==> config.mk <==
export PLATFORM = sky130hd
export DESIGN_NAME = aqfp_maj_pipe_flat
export DESIGN_NICKNAME = d
export VERILOG_FILES = /design/src/rtl/aqfp_pkg.sv /design/src/rtl/aqfp_maj_pipe_if.sv /design/src/rtl/aqfp_maj3_cell.sv /design/src/rtl/aqfp_maj_pipe.sv /design/src/flat_wrapper.sv
export SDC_FILE = /design/constraint.sdc
export NUM_CORES = 1
export LEC_CHECK = 0
export CORE_AREA = 2 2 65 67
export CTS_BUF_LIST = sky130_fd_sc_hd__clkbuf_2 sky130_fd_sc_hd__clkbuf_4 sky130_fd_sc_hd__clkbuf_8
export CTS_CLUSTER_SIZE = 20
export DETAILED_ROUTE_END_ITERATION = 7
export DIE_AREA = 0 0 67 69
export GPL_ROUTABILITY_DRIVEN = 0
export PLACE_DENSITY = 0.8
export RECOVER_POWER = 100
export SYNTH_ARGS = -nofsm -noshare
export SYNTH_HDL_FRONTEND = slang
export SYNTH_SLANG_ARGS = --single-unit
==> constraint.sdc <==
create_clock -name clkin -period 2 [get_ports clkin]
set_input_delay 0.4 -clock clkin [delete_from_list [all_inputs] [get_ports clkin]]
set_output_delay 0.4 -clock clkin [all_outputs]
set_load 0.005 [all_outputs]
==> src/rtl/aqfp_pkg.sv <==
// Shared AQFP four-valued logic type and helpers for the majority pipeline.
// Encoding: q0=00, q1=01, qX=10, qZ=11 (bit1 set means non-binary).
package aqfp_pkg;

    typedef enum logic [1:0] {
        Q0 = 2'b00,
        Q1 = 2'b01,
        QX = 2'b10,
        QZ = 2'b11
    } logic_aqfp_t;

    // Inversion only swaps binary values; unknowns pass through untouched.
    function automatic logic_aqfp_t aqfp_inv(input logic_aqfp_t v, input logic en);
        logic_aqfp_t r;
        r = v;
        if (en) begin
            case (v)
                Q0:      r = Q1;
                Q1:      r = Q0;
                default: r = v;
            endcase
        end else begin
            r = v;
        end
        return r;
    endfunction

    function automatic logic aqfp_is_binary(input logic_aqfp_t v);
        return (v == Q0) || (v == Q1);
    endfunction

endpackage

==> src/rtl/aqfp_maj_pipe_if.sv <==
// Bus bundle for aqfp_maj_pipe: input beat, output beat and counter control.
interface aqfp_maj_pipe_if #(
    parameter int WIDTH = 8,
    parameter int CNT_W = 8
);
    logic                 in_valid;
    logic [2*WIDTH-1:0]   a;
    logic [2*WIDTH-1:0]   b;
    logic [2*WIDTH-1:0]   c;
    logic                 clr_count;
    logic                 out_valid;
    logic [2*WIDTH-1:0]   out;
    logic [CNT_W-1:0]     z_count;

    modport master (
        output in_valid, a, b, c, clr_count,
        input  out_valid, out, z_count
    );

    modport slave (
        input  in_valid, a, b, c, clr_count,
        output out_valid, out, z_count
    );
endinterface

==> src/rtl/aqfp_maj3_cell.sv <==
// Single-lane combinational 3-input AQFP majority with static input inversion.
// Unknown handling is selected by the AQFP_XPROP_EN macro.
module aqfp_maj3_cell
    import aqfp_pkg::*;
#(
    parameter bit INV_A = 1'b0,
    parameter bit INV_B = 1'b0,
    parameter bit INV_C = 1'b0
) (
    input  logic_aqfp_t a,
    input  logic_aqfp_t b,
    input  logic_aqfp_t c,
    output logic_aqfp_t y
);

    logic_aqfp_t a_s;
    logic_aqfp_t b_s;
    logic_aqfp_t c_s;
    logic        any_x_s;
    logic        any_z_s;
    logic        maj_s;

    // Invert operands, classify unknowns and resolve the vote.
    always_comb begin
        a_s     = aqfp_inv(a, INV_A);
        b_s     = aqfp_inv(b, INV_B);
        c_s     = aqfp_inv(c, INV_C);
        any_x_s = (a_s == QX) || (b_s == QX) || (c_s == QX);
        any_z_s = (a_s == QZ) || (b_s == QZ) || (c_s == QZ);
        maj_s   = ((a_s == Q1) && (b_s == Q1)) ||
                  ((a_s == Q1) && (c_s == Q1)) ||
                  ((b_s == Q1) && (c_s == Q1));
        y       = QZ;
`ifdef AQFP_XPROP_EN
        if (any_x_s) begin
            y = QX;
        end else if (any_z_s) begin
            y = QZ;
        end else begin
            y = maj_s ? Q1 : Q0;
        end
`else
        if (any_x_s || any_z_s) begin
            y = QZ;
        end else begin
            y = maj_s ? Q1 : Q0;
        end
`endif
    end

endmodule

==> src/rtl/aqfp_maj_pipe.sv <==
// WIDTH-lane AQFP majority followed by a DEPTH-stage balancing pipeline and a
// saturating non-binary beat counter. Optional macro: AQFP_XPROP_EN.
module aqfp_maj_pipe
    import aqfp_pkg::*;
#(
    parameter int         WIDTH    = 8,
    parameter int         DEPTH    = 2,
    parameter logic [2:0] INV_MASK = 3'b000,
    parameter int         CNT_W    = 8
) (
    input  logic           clkin,
    input  logic           rst,
    aqfp_maj_pipe_if.slave bus
);

    localparam int               DW      = 2 * WIDTH;
    localparam logic [DW-1:0]    ALL_Z   = {WIDTH{2'b11}};
    localparam logic [CNT_W-1:0] CNT_MAX = {CNT_W{1'b1}};

    logic [DW-1:0]    vote_s;
    logic [DW-1:0]    data_q [DEPTH];
    logic [DW-1:0]    data_d [DEPTH];
    logic [DEPTH-1:0] vld_q;
    logic [DEPTH-1:0] vld_d;
    logic [CNT_W-1:0] cnt_q;
    logic [CNT_W-1:0] cnt_d;
    logic             out_nonbin_s;

    for (genvar i = 0; i < WIDTH; i++) begin : g_lane
        logic_aqfp_t lane_y;

        aqfp_maj3_cell #(
            .INV_A (INV_MASK[2]),
            .INV_B (INV_MASK[1]),
            .INV_C (INV_MASK[0])
        ) u_cell (
            .a (logic_aqfp_t'(bus.a[2*i +: 2])),
            .b (logic_aqfp_t'(bus.b[2*i +: 2])),
            .c (logic_aqfp_t'(bus.c[2*i +: 2])),
            .y (lane_y)
        );

        assign vote_s[2*i +: 2] = lane_y;
    end

    // Stage 1 captures the vote or an unexcited all-qZ bubble; later stages shift.
    always_comb begin
        vld_d = '0;
        for (int s = 0; s < DEPTH; s++) begin
            data_d[s] = ALL_Z;
        end
        if (bus.in_valid) begin
            vld_d[0]  = 1'b1;
            data_d[0] = vote_s;
        end else begin
            vld_d[0]  = 1'b0;
            data_d[0] = ALL_Z;
        end
        for (int s = 1; s < DEPTH; s++) begin
            data_d[s] = data_q[s-1];
            vld_d[s]  = vld_q[s-1];
        end
    end

    // Any lane with bit1 set on the registered output is qX or qZ.
    always_comb begin
        out_nonbin_s = 1'b0;
        for (int i = 0; i < WIDTH; i++) begin
            if (data_q[DEPTH-1][2*i+1]) begin
                out_nonbin_s = 1'b1;
            end else begin
                out_nonbin_s = out_nonbin_s;
            end
        end
    end

    // Clear wins over increment; increment holds once saturated.
    always_comb begin
        cnt_d = cnt_q;
        if (bus.clr_count) begin
            cnt_d = '0;
        end else if (vld_q[DEPTH-1] && out_nonbin_s && (cnt_q != CNT_MAX)) begin
            cnt_d = cnt_q + CNT_W'(1);
        end else begin
            cnt_d = cnt_q;
        end
    end

    // Pipeline and counter state; reset flushes every in-flight beat.
    always_ff @(posedge clkin) begin
        if (rst) begin
            for (int s = 0; s < DEPTH; s++) begin
                data_q[s] <= ALL_Z;
            end
            vld_q <= '0;
            cnt_q <= '0;
        end else begin
            for (int s = 0; s < DEPTH; s++) begin
                data_q[s] <= data_d[s];
            end
            vld_q <= vld_d;
            cnt_q <= cnt_d;
        end
    end

    assign bus.out       = data_q[DEPTH-1];
    assign bus.out_valid = vld_q[DEPTH-1];
    assign bus.z_count   = cnt_q;

endmodule
==> src/flat_wrapper.sv <==
// flat-port wrapper written by rule: the top's interface ports become plain ports
module aqfp_maj_pipe_flat import aqfp_pkg::*;
#(
    parameter int         WIDTH    = 8,
    parameter int         DEPTH    = 2,
    parameter logic [2:0] INV_MASK = 3'b000,
    parameter int         CNT_W    = 8
)
  (clkin, rst, bus_in_valid, bus_a, bus_b, bus_c, bus_clr_count, bus_out_valid, bus_out, bus_z_count);
  aqfp_maj_pipe_if #(.WIDTH(WIDTH), .CNT_W(CNT_W)) bus_i ();
  input  logic clkin;
  input  logic rst;
  input wire logic [$bits(bus_i.in_valid)-1:0] bus_in_valid;
  input wire logic [$bits(bus_i.a)-1:0] bus_a;
  input wire logic [$bits(bus_i.b)-1:0] bus_b;
  input wire logic [$bits(bus_i.c)-1:0] bus_c;
  input wire logic [$bits(bus_i.clr_count)-1:0] bus_clr_count;
  output wire logic [$bits(bus_i.out_valid)-1:0] bus_out_valid;
  output wire logic [$bits(bus_i.out)-1:0] bus_out;
  output wire logic [$bits(bus_i.z_count)-1:0] bus_z_count;
  assign bus_i.in_valid = bus_in_valid;
  assign bus_i.a = bus_a;
  assign bus_i.b = bus_b;
  assign bus_i.c = bus_c;
  assign bus_i.clr_count = bus_clr_count;
  assign bus_out_valid = bus_i.out_valid;
  assign bus_out = bus_i.out;
  assign bus_z_count = bus_i.z_count;
  aqfp_maj_pipe #(.WIDTH(WIDTH), .DEPTH(DEPTH), .INV_MASK(INV_MASK), .CNT_W(CNT_W)) u_core (.clkin(clkin), .rst(rst), .bus(bus_i));
endmodule
==> flow_metrics.tcl <==
set metrics [dict create \
    status "finished, final reports clean" \
    clockRootBuffer "clkbuf_8" \
    syn_inst 161 \
    num_vias 1410 \
    drv_cap 0 \
    drt-initial-drc-count 43 \
    finalMaxSlewViolations 0 \
    p_total_mw 1.67 \
    fp.dieH_um 69 \
    area_growth_syn_to_layout_pct 58.2 \
    cts_tree "done" \
    grt_start_max_net_pins 21 \
    cp_max_fo 20 \
    drive_gt1_frac 0.128 \
    period_share 0.875 \
    layout.nets 294 \
    cellPowerDensity_nw_per_um2 672 \
    leakage_nw 0.912 \
    insertion_delay_ns 0.29 \
    hold_depth 1 \
    antenna_found_initial 0 \
    ir_drop_mv 0.369 \
    clkTransAtPathRegs_ns 0.08 \
    r2r_cells 4 \
    ant_nets 0 \
    fmax_ghz 0.572 \
    synth_enable_flop_cells 0 \
    htree_num_levels 2 \
    vias_per_cell 4.83 \
    final_hold_viol_count 0 \
    startpoint_type "primary input" \
    dr.pass1.iters 4 \
    cts_post_setup_buffers_inserted 0 \
    yosys_warnings 0 \
    numCtsBuffers 5 \
    cp.required_ns 2.18 \
    clock_sinks 42 \
    crit_start "rst" \
    numPortBuffers 76 \
    period_needed_ns 1.75 \
    dp_hpwl_mm 2.70 \
    setup_tns_ns 0 \
    grtUsageTotal 0.151 \
    fp.dieW_um 67 \
    ys.flop_type "dfxtp_1" \
    totalWireLength_mm 3.30 \
    syn_nets 214 \
    crit_arrival_ns 1.93 \
    cts_resized 0 \
    die-area_um2 4620 \
    rows 23 \
    hold_path.class "flip-flop to flip-flop" \
    worstSetupPathType "primary input to flip-flop" \
    r2r_start "u_core.data_q[0][19]" \
    start_util 0.402 \
    overflow 0 \
    async_flop_share 0 \
    min_from "u_core.data_q[0][13]" \
    ios 77 \
    yosysSeqAreaShare 0.535 \
    n_antenna_cell 0 \
    relSlewSlack 0.562 \
    synth_seq_cells 42 \
    synth_area_um2 1570 \
    core-area_um2 3910 \
    drcViolationCount 0 \
    grt_pass1_wl_mm 5.46 \
    fin_skew_ns 0.00610 \
    wire_per_inst_um 11.3 \
    tightest_slew_ns 0.656 \
    rsz0062_at_grt "false" \
    end_kind "flip-flop" \
    yosysUniqueCellTypes 34 \
    ctsLongestPathBuffers 2 \
    ctsHoldBuffers 0 \
    grt_pass1_vias 1314 \
    setup_viol 0 \
    synth_area_per_cell_um2 9.77 \
]
-- registers in the layout, indices dropped and copies added, names as in the netlist --
register            cells
u_core.vld_q            2
u_core.data_q          32
u_core.bus.z_count      8
-- final timing paths --
path,to,slack [ns]
max,u_core.bus.z_count[2],0.25
min,u_core.data_q[0][29],0.41
max reg2reg,u_core.bus.z_count[2],0.34
min reg2reg,u_core.data_q[0][29],0.41
-- layout by cell type, fill, tap and decap left out, types with 2 or more instances in the layout --
| cell | n |
|---|---|
| a21oi_1 | 6 |
| a31oi_1 | 6 |
| clkbuf_8 | 5 |
| clkdlybuf4s50_1 | 51 |
| dfxtp_1 | 42 |
| dlygate4sd3_1 | 25 |
| inv_1 | 21 |
| maj3_1 | 2 |
| nand2_1 | 3 |
| nand2b_1 | 9 |
| nand3_1 | 3 |
| nor2_1 | 3 |
| o22ai_1 | 6 |
| o31ai_1 | 8 |
| o41ai_1 | 2 |
| or2_2 | 17 |
| or4_1 | 10 |
| or4_2 | 2 |
-- through the flow --
step	worst slack, ns	area [µm²]	instances	utilization	hold slack, ns
4_1_cts	0.284	2500	292	0.638	0.411
2_1_floorplan	0.522	1570	161	-	0.389
3_3_place_gp	0.0482	2380	284	0.609	0.393
6_report	0.251	2490	292	0.636	0.407
3_5_place_dp	-0.0213	2380	284	0.609	0.394
5_1_grt	0.111	2490	292	0.636	0.420
-- Yosys cell counts (2+ instances only) --
cell type	count	area, µm²
inv_1	21	78.8
or4_1	10	75.1
dfxtp_1	42	841
o31ai_1	8	60.1
o22ai_1	6	37.5
nor2_1	3	11.3
maj3_1	2	20.0
nand2b_1	9	56.3
clkbuf_1	3	11.3
or2_2	17	106
or4_2	2	17.5
nand2_1	3	11.3
a21oi_1	6	30.0
a31oi_1	6	37.5
o41ai_1	2	17.5
nand3_1	3	15.0
-- logic make-up after synthesis --
logic type | after synthesis | share of synthesized area
fa+ha+maj | 3 | 0.0207
buf+inv | 26 | 0.0676
mux | 1 | 0.00636
simple gates | 55 | 0.226
compound gates | 34 | 0.145
flops | 42 | 0.535
-- critical path, stage by stage --
cell and delay (ns):
clkdlybuf4s50_1 0.41, clkbuf_1 0.31, or2_2 0.47, o41ai_1 0.34
-- final cells by class --
class	instances	area (µm²)
clock buffers	6	76.3
clock inverters	2	37.5
fillers	346	1430
inverters	21	78.8
multi-input cells	93	619
flip-flops and latches	42	841
well taps	50	62.6
repair buffers	78	772
-- power breakdown --
| group | switching (mW) | total [mW] | internal (mW) |
|---|---|---|---|
| registers | 0.00326 | 0.849 | 0.846 |
| logic | 0.0516 | 0.165 | 0.113 |
| clock network | 0.271 | 0.657 | 0.386 |
-- per-layer routing --
layer  track usage  share of wire
met2         0.283           0.55
met5             0              0
met1         0.157           0.39
met3        0.0375          0.058
met4        0.0544         0.0067
(Power assumes the default switching activity.)
